<file path="src/rtl/regbank_pkg.sv">
// regbank_pkg
//   Shared types and helpers for the register-bank arbiter.
//   state_t : access FSM states (IDLE, ACCESS, DONE)
//   rr_pick : round-robin winner search over up to MAX_REQ requesters
package regbank_pkg;

    typedef enum logic [1:0] {
        IDLE   = 2'd0,
        ACCESS = 2'd1,
        DONE   = 2'd2
    } state_t;

    localparam int MAX_REQ = 8;

    // Returns the first requester at or after ptr (wrapping modulo num_req).
    // The fixed-bound loop walks from the farthest candidate back to ptr so
    // the nearest active one is written last and wins.
    // If nothing is requesting, ptr is returned.
    function automatic logic [2:0] rr_pick(input logic [MAX_REQ-1:0] req,
                                           input logic [2:0]         ptr,
                                           input int                 num_req);
        logic [2:0] win;
        int         cand;
        win = ptr;
        for (int n = MAX_REQ - 1; n >= 0; n--) begin
            if (n < num_req) begin
                cand = (int'(ptr) + n) % num_req;
                if (req[cand]) begin
                    win = 3'(cand);
                end
            end
        end
        return win;
    endfunction

endpackage

</file>
<file path="src/rtl/regbank_arbiter_if.sv">
// regbank_arbiter_if
//   Bundles the SPI register port and the internal requester req/gnt port.
//   master : SPI slave + requesters (drive address/data/strobes, receive data/gnt)
//   slave  : the register bank arbiter
interface regbank_arbiter_if #(
    parameter int NUM_REGS = 8,
    parameter int WIDTH    = 8,
    parameter int NUM_REQ  = 2
);
    localparam int ADDR_W = $clog2(NUM_REGS);

    // SPI register port
    logic [ADDR_W-1:0]         spi_addr;
    logic [WIDTH-1:0]          spi_wdata;
    logic                      spi_wr_vld;
    logic [WIDTH-1:0]          spi_rdata;

    // Internal requester port
    logic [NUM_REQ-1:0]        req;
    logic [NUM_REQ-1:0]        req_we;
    logic [NUM_REQ*ADDR_W-1:0] req_addr;
    logic [NUM_REQ*WIDTH-1:0]  req_wdata;
    logic [NUM_REQ-1:0]        gnt;
    logic [WIDTH-1:0]          rdata;
    logic                      rvalid;

    modport master (
        output spi_addr, spi_wdata, spi_wr_vld,
        output req, req_we, req_addr, req_wdata,
        input  spi_rdata, gnt, rdata, rvalid
    );

    modport slave (
        input  spi_addr, spi_wdata, spi_wr_vld,
        input  req, req_we, req_addr, req_wdata,
        output spi_rdata, gnt, rdata, rvalid
    );

endinterface

</file>
<file path="src/rtl/rr_arbiter.sv">
// rr_arbiter
//   Combinational round-robin arbiter.
//   req   in  NUM_REQ  request vector
//   ptr   in  IDX_W    highest-priority index for this decision
//   grant out NUM_REQ  one-hot winner (all zero when no request)
//   idx   out IDX_W    winner index (equals ptr when no request)
module rr_arbiter
    import regbank_pkg::*;
#(
    parameter  int NUM_REQ = 2,
    localparam int IDX_W   = $clog2(NUM_REQ)
) (
    input  logic [NUM_REQ-1:0] req,
    input  logic [IDX_W-1:0]   ptr,
    output logic [NUM_REQ-1:0] grant,
    output logic [IDX_W-1:0]   idx
);

    logic [MAX_REQ-1:0] req_pad;
    logic [2:0]         pick;

    always_comb begin
        req_pad              = '0;
        req_pad[NUM_REQ-1:0] = req;
        pick                 = rr_pick(req_pad, 3'(ptr), NUM_REQ);
        idx                  = IDX_W'(pick);
        grant                = (|req) ? (NUM_REQ'(1) << idx) : '0;
    end

endmodule

</file>
<file path="src/rtl/regbank_arbiter.sv">
// regbank_arbiter
//   Configuration register file shared between the SPI register slave and
//   NUM_REQ internal requesters. SPI writes are single-cycle and always win
//   the cycle; internal requests are served round-robin via req/gnt.
//
//   clk         in   system clock
//   rstb        in   synchronous active-low reset
//   ena         in   block enable; low freezes registers and the FSM
//   bus         slave modport of regbank_arbiter_if (SPI port + req/gnt port)
//   config_regs out  NUM_REGS*WIDTH flat register image, reg k at [k*WIDTH +: WIDTH]
//   busy        out  high while the FSM is outside IDLE
module regbank_arbiter
    import regbank_pkg::*;
#(
    parameter int NUM_REGS = 8,
    parameter int WIDTH    = 8,
    parameter int NUM_REQ  = 2
) (
    input  logic                      clk,
    input  logic                      rstb,
    input  logic                      ena,
    regbank_arbiter_if.slave          bus,
    output logic [NUM_REGS*WIDTH-1:0] config_regs,
    output logic                      busy
);

    localparam int ADDR_W = $clog2(NUM_REGS);
    localparam int IDX_W  = $clog2(NUM_REQ);

    state_t             state;
    state_t             state_nxt;
    logic               latch_en;
    logic               access_en;

    logic [IDX_W-1:0]   rr_ptr;
    logic [NUM_REQ-1:0] arb_grant;
    logic [IDX_W-1:0]   arb_idx;

    // Attributes of the transaction being served, captured when it is picked
    logic [IDX_W-1:0]   win_idx;
    logic               win_we;
    logic [ADDR_W-1:0]  win_addr;
    logic [WIDTH-1:0]   win_wdata;

    logic [NUM_REQ-1:0] gnt_q;
    logic               rvalid_q;
    logic [WIDTH-1:0]   rdata_q;

    logic [WIDTH-1:0]   mem [NUM_REGS];

    function automatic logic in_range(input logic [ADDR_W-1:0] a);
        return int'(a) < NUM_REGS;
    endfunction

    function automatic logic [WIDTH-1:0] rd_mem(input logic [ADDR_W-1:0] a);
        return in_range(a) ? mem[a] : '0;
    endfunction

    rr_arbiter #(
        .NUM_REQ (NUM_REQ)
    ) u_rr (
        .req   (bus.req),
        .ptr   (rr_ptr),
        .grant (arb_grant),
        .idx   (arb_idx)
    );

    // FSM next state. A SPI strobe blocks both picking and performing an
    // internal access, so SPI and internal writes never share a cycle.
    always_comb begin
        state_nxt = state;
        latch_en  = 1'b0;
        access_en = 1'b0;
        case (state)
            IDLE: begin
                if (ena && (|arb_grant) && !bus.spi_wr_vld) begin
                    latch_en  = 1'b1;
                    state_nxt = ACCESS;
                end
            end
            ACCESS: begin
                if (ena && !bus.spi_wr_vld) begin
                    access_en = 1'b1;
                    state_nxt = DONE;
                end
            end
            DONE: begin
                if (ena) begin
                    state_nxt = IDLE;
                end
            end
            default: state_nxt = IDLE;
        endcase
    end

    always_ff @(posedge clk) begin
        if (!rstb) begin
            state <= IDLE;
        end else begin
            state <= state_nxt;
        end
    end

    // Requester attributes are frozen here; later req-side changes are ignored.
    always_ff @(posedge clk) begin
        if (latch_en) begin
            win_idx   <= arb_idx;
            win_we    <= bus.req_we[arb_idx];
            win_addr  <= bus.req_addr[int'(arb_idx)*ADDR_W +: ADDR_W];
            win_wdata <= bus.req_wdata[int'(arb_idx)*WIDTH +: WIDTH];
        end
    end

    // gnt/rvalid are set on the access edge so they show during DONE only.
    // The round-robin pointer moves past the winner at the same time.
    always_ff @(posedge clk) begin
        if (!rstb) begin
            gnt_q    <= '0;
            rvalid_q <= 1'b0;
            rdata_q  <= '0;
            rr_ptr   <= '0;
        end else begin
            gnt_q    <= '0;
            rvalid_q <= 1'b0;
            if (access_en) begin
                gnt_q    <= NUM_REQ'(1) << win_idx;
                rvalid_q <= !win_we;
                if (!win_we) begin
                    rdata_q <= rd_mem(win_addr);
                end
                rr_ptr <= (win_idx == IDX_W'(NUM_REQ - 1)) ? '0 : win_idx + 1'b1;
            end
        end
    end

    always_ff @(posedge clk) begin
        if (!rstb) begin
            for (int k = 0; k < NUM_REGS; k++) begin
                mem[k] <= '0;
            end
        end else if (ena && bus.spi_wr_vld) begin
            if (in_range(bus.spi_addr)) begin
                mem[bus.spi_addr] <= bus.spi_wdata;
            end
        end else if (access_en && win_we && in_range(win_addr)) begin
            mem[win_addr] <= win_wdata;
        end
    end

    assign bus.spi_rdata = rd_mem(bus.spi_addr);
    assign bus.gnt       = gnt_q;
    assign bus.rvalid    = rvalid_q;
    assign bus.rdata     = rdata_q;
    assign busy          = (state != IDLE);

    for (genvar k = 0; k < NUM_REGS; k++) begin : g_cfg
        assign config_regs[k*WIDTH +: WIDTH] = mem[k];
    end

endmodule

</file>
<file path="src/flat_wrapper.sv">
// flat-port wrapper written by rule: the top's interface ports become plain ports
module regbank_arbiter_flat import regbank_pkg::*;
#(
    parameter int NUM_REGS = 8,
    parameter int WIDTH    = 8,
    parameter int NUM_REQ  = 2
)
  (clk, rstb, ena, config_regs, busy, bus_spi_addr, bus_spi_wdata, bus_spi_wr_vld, bus_req, bus_req_we, bus_req_addr, bus_req_wdata, bus_spi_rdata, bus_gnt, bus_rdata, bus_rvalid);
  regbank_arbiter_if #(.NUM_REGS(NUM_REGS), .WIDTH(WIDTH), .NUM_REQ(NUM_REQ)) bus_i ();
  input  logic clk;
  input  logic rstb;
  input  logic ena;
  output logic [NUM_REGS*WIDTH-1:0] config_regs;
  output logic busy;
  input wire logic [$bits(bus_i.spi_addr)-1:0] bus_spi_addr;
  input wire logic [$bits(bus_i.spi_wdata)-1:0] bus_spi_wdata;
  input wire logic [$bits(bus_i.spi_wr_vld)-1:0] bus_spi_wr_vld;
  input wire logic [$bits(bus_i.req)-1:0] bus_req;
  input wire logic [$bits(bus_i.req_we)-1:0] bus_req_we;
  input wire logic [$bits(bus_i.req_addr)-1:0] bus_req_addr;
  input wire logic [$bits(bus_i.req_wdata)-1:0] bus_req_wdata;
  output wire logic [$bits(bus_i.spi_rdata)-1:0] bus_spi_rdata;
  output wire logic [$bits(bus_i.gnt)-1:0] bus_gnt;
  output wire logic [$bits(bus_i.rdata)-1:0] bus_rdata;
  output wire logic [$bits(bus_i.rvalid)-1:0] bus_rvalid;
  assign bus_i.spi_addr = bus_spi_addr;
  assign bus_i.spi_wdata = bus_spi_wdata;
  assign bus_i.spi_wr_vld = bus_spi_wr_vld;
  assign bus_i.req = bus_req;
  assign bus_i.req_we = bus_req_we;
  assign bus_i.req_addr = bus_req_addr;
  assign bus_i.req_wdata = bus_req_wdata;
  assign bus_spi_rdata = bus_i.spi_rdata;
  assign bus_gnt = bus_i.gnt;
  assign bus_rdata = bus_i.rdata;
  assign bus_rvalid = bus_i.rvalid;
  regbank_arbiter #(.NUM_REGS(NUM_REGS), .WIDTH(WIDTH), .NUM_REQ(NUM_REQ)) u_core (.clk(clk), .rstb(rstb), .ena(ena), .bus(bus_i), .config_regs(config_regs), .busy(busy));
endmodule
</file>
<file path="config.mk">
export PLATFORM = sky130hd
export DESIGN_NAME = regbank_arbiter_flat
export DESIGN_NICKNAME = d
export VERILOG_FILES = /design/src/rtl/regbank_pkg.sv /design/src/rtl/regbank_arbiter_if.sv /design/src/rtl/rr_arbiter.sv /design/src/rtl/regbank_arbiter.sv /design/src/flat_wrapper.sv
export SDC_FILE = /design/constraint.sdc
export NUM_CORES = 1
export LEC_CHECK = 0
export ABC_AREA = 0
export BUFFER_PORTS_ARGS = -buffer_cell sky130_fd_sc_hd__buf_2
export CORE_MARGIN = 3
export CORE_UTILIZATION = 29
export CTS_CLUSTER_DIAMETER = 120
export DETAILED_ROUTE_END_ITERATION = 8
export MAX_ROUTING_LAYER = met4
export PLACE_DENSITY = 0.58
export SYNTH_ARGS = -nofsm -noshare
export SYNTH_HDL_FRONTEND = slang
export SYNTH_HIERARCHICAL = 1
export SYNTH_SLANG_ARGS = --single-unit
</file>
<file path="constraint.sdc">
create_clock -name clk -period 4.2 [get_ports clk]
set_clock_uncertainty 0.2 [all_clocks]
set_input_delay 0.21 -clock clk [delete_from_list [all_inputs] [get_ports clk]]
set_output_delay 0.21 -clock clk [all_outputs]
set_load 0.01 [all_outputs]
</file>
==> impl_metrics.py <==
metrics = {
    "cells_and_area": {
        "mostFrequentLayoutCells": "buf_2 (124), edfxtp_1 (77), a22oi_1 (64)",
        "final_common_cell": "buf_2",
        "area_growth_syn_to_layout_pct": 25.27,
        "final_cells": 696,
        "final_area_sq_mm": 0.006078,
        "final_nets": 516,
        "diodes": 0,
        "drive_gt1_share_pct": 42.71,
    },
    "clock_tree": {
        "htreeDepth": 3,
        "cts-resized-gates": 0,
        "cts_buffer_depth": 2,
        "cts_buffers": 9,
        "clk_pin_slew_ns": 0.07,
        "root_buffer": "clkbuf_16",
        "cts_tree": "built",
        "clk_latency_ns": 0.35,
        "cts_num_sinks": 91,
    },
    "synth": {
        "ys_warn_count": 6,
        "ys_seq_area_share_pct": 53.43,
        "synth_top_area_share_pct": 47.65,
        "synthDistinctLibCells": 40,
        "postSynthCellCount": 348,
        "synth_nets": 389,
        "netlist_top_cells_area": "edfxtp_1 (48%), mux4_2 (14%), a22oi_1 (9.9%)",
        "syn_area_per_cell_sq_um": 13.94,
        "synth_area_sq_mm": 0.004852,
        "synth_seq_cells": 91,
        "synth_area_leader_cell": "edfxtp_1",
    },
    "grt": {
        "grt_pass1_wl_um": 25510,
        "grt_max_degree": 28,
        "antenna_found_initial": 0,
        "grt_pass1_vias": 3952,
        "grt.overflow.total": 0,
        "groute.usage.overall_pct": 19.40,
    },
    "floorplanning": {
        "top_level_ports": 125,
        "die_h_um": 135.4,
        "fp-row-count": 46,
        "start_util_pct": 30.11,
        "core_area_sq_mm": 0.01612,
        "die_w_um": 135.4,
        "die-area_sq_mm": 0.01832,
    },
    "detailed_routing": {
        "drc": 0,
        "drt_iter0_drc": 573,
        "wl_per_cell_um": 24.62,
        "postRouteAntennaNets": 0,
        "drt_wl_total_um": 17140,
        "viasPerCell": 5.727,
        "vias": 3986,
        "dr.pass1.iters": 7,
    },
    "setup_path": {
        "r2r_cells": 3,
        "cp_cell_sequence": "nand2b_1 -> or4_1 -> nand3_1",
        "worstReg2RegEnd": "u_core/mem[2][7]",
        "r2r_setup_slack_ns": 1.49,
        "r2r_start": "u_core/win_addr[1]",
        "cp.required_ns": 4.00,
        "cp.arrival_ns": 2.50,
        "slowest_delay_ns": 0.98,
        "end_kind": "register",
        "critPathKind": "register to register",
        "cp-start-kind": "register",
        "slowest_stage": "edfxtp_1",
        "worstPathMaxFanout": 22,
    },
    "power_and_ir_drop": {
        "ir_drop_uv": 213.2,
        "power_density_mw_per_mm2": 337.1,
        "power.leakage_nw": 2.403,
    },
    "status": {
        "run_status": "finished clean",
    },
    "sta": {
        "fin_crit_ns": 2.707,
        "setup_ws_ns": 1.493,
        "finalSetupTns_ns": 0,
        "holdWs_ns": 0.003008,
        "setup_viol_count_final": 0,
        "rsz0062_at_grt": "false",
        "min_period_over_period_pct": 64.46,
        "max_freq_mhz": 369.4,
        "hold_violations": 0,
        "slew_headroom_pct": 27.37,
        "worst_slew_pin_slew_ns": 1.085,
        "slew_viol_final": 0,
    },
    "place": {
        "placed_cell_area_sq_mm": 0.005609,
        "place_congestion": 0.9224,
        "place_ws_ns": 1.500,
        "io_buffers": 124,
        "dpl.hpwl_um": 12420,
        "dpl.cell_count": 660,
    },
    "hold_path": {
        "hp-start": "bus_req_addr[2]",
        "hold_end": "u_core/win_addr[2]",
        "hold_path_class": "input pin to register",
        "whs_path_depth": 2,
    },
    "flow_run": {
        "cap_violations": 0,
    },
}
## cells in the mapped netlist
| library cell | n |
|---|---|
| a21boi_1 | 1 |
| a21boi_2 | 1 |
| a21oi_1 | 1 |
| a22oi_1 | 64 |
| and2_1 | 1 |
| and3_1 | 2 |
| and3b_1 | 1 |
| and4_1 | 1 |
| and4b_1 | 1 |
| and4bb_2 | 1 |
| buf_1 | 4 |
| buf_2 | 9 |
| buf_4 | 2 |
| buf_6 | 3 |
| clkbuf_1 | 12 |
| dfxtp_1 | 14 |
| edfxtp_1 | 77 |
| inv_1 | 3 |
| mux2_2 | 24 |
| mux2i_1 | 1 |
| mux4_2 | 30 |
| nand2_1 | 10 |
| nand2b_1 | 2 |
| nand3_1 | 19 |
| nand3b_1 | 1 |
| nand4_2 | 1 |
| nand4b_2 | 2 |
| nand4bb_1 | 1 |
| nor2_1 | 13 |
| nor2b_1 | 11 |
| nor3b_1 | 1 |
| o211a_1 | 1 |
| o211ai_1 | 8 |
| o21ai_1 | 8 |
| o21bai_1 | 1 |
| o22ai_1 | 2 |
| o31ai_1 | 8 |
| or2_2 | 2 |
| or4_1 | 1 |
| or4_4 | 3 |
## what timing repair did
action,4_1_cts,5_1_grt
endpoints found under the hold margin,10,0
hold buffers,20,0
setup buffers,0,0
## flip-flops by register name (all words and copies together) (netlist names)
register and cells:
u_core/bus.gnt 2, u_core/bus.rdata 8, u_core/bus.rvalid 1, u_core/mem 64, u_core/rr_ptr 1, u_core/state 2
u_core/win_addr 3, u_core/win_idx 1, u_core/win_wdata 8, u_core/win_we 1
## stage by stage
step                power (mW)  utilization [%]
detailed placement       1.305            34.81
floorplan                1.197                -
global route             2.126            37.72
CTS                      2.066            37.72
finish                   2.049            37.72
global placement         1.302            34.81
## area by class of cell
type / count / area (sq um)
inverters: 3 / 11.26
clock inverters: 6 / 40.04
fillers: 1580 / 10040
multi-input cells: 224 / 2100
flip-flops and latches: 91 / 2592
repair buffers: 146 / 835.8
well taps: 216 / 270.3
clock buffers: 10 / 229.0
## worst max path at each step
stage                                  start                  to  depth (start not counted)
after floorplan                u_core/rr_ptr  u_core/win_addr[0]                          4
after global placement       bus_spi_addr[0]    u_core/mem[5][4]                          4
after detailed placement                rstb    u_core/mem[2][7]                          4
after CTS                      u_core/rr_ptr  u_core/win_addr[0]                          4
after global routing           u_core/rr_ptr  u_core/win_addr[1]                          4
final                     u_core/win_addr[1]    u_core/mem[2][7]                          3
## where the power goes
part / switching (mW) / leakage, nW / internal (mW)
Sequential: 0.0389 / 0.901 / 1.01
Clock: 0.344 / 0.134 / 0.401
Combinational: 0.131 / 1.37 / 0.120
## routing by layer
| metal | up-vias | global-route usage, % | part of all wire, % |
|---|---|---|---|
| li1 | 1694 | - | - |
| met1 | 1990 | 25.92 | 40 |
| met2 | 265 | 30.09 | 48 |
| met3 | 37 | 3.120 | 9.2 |
| met4 | 0 | 6.943 | 2.4 |
| met5 | - | - | 0 |
## logic make-up after synthesis
kind of cell | synth area share (%)
AO/OA/AOI/OAI | 14.31
flip-flops | 53.43
AND/OR/NAND/NOR | 9.154
multiplexers | 19.70
buffers and inverters | 3.403
## worst max-delay path, delay by kind of cell, from the launching register on
kind,cells,cell delay (ns)
AND/OR/NAND/NOR,3,1.17
flip-flops,1,0.98
(Power assumes the default switching activity.)
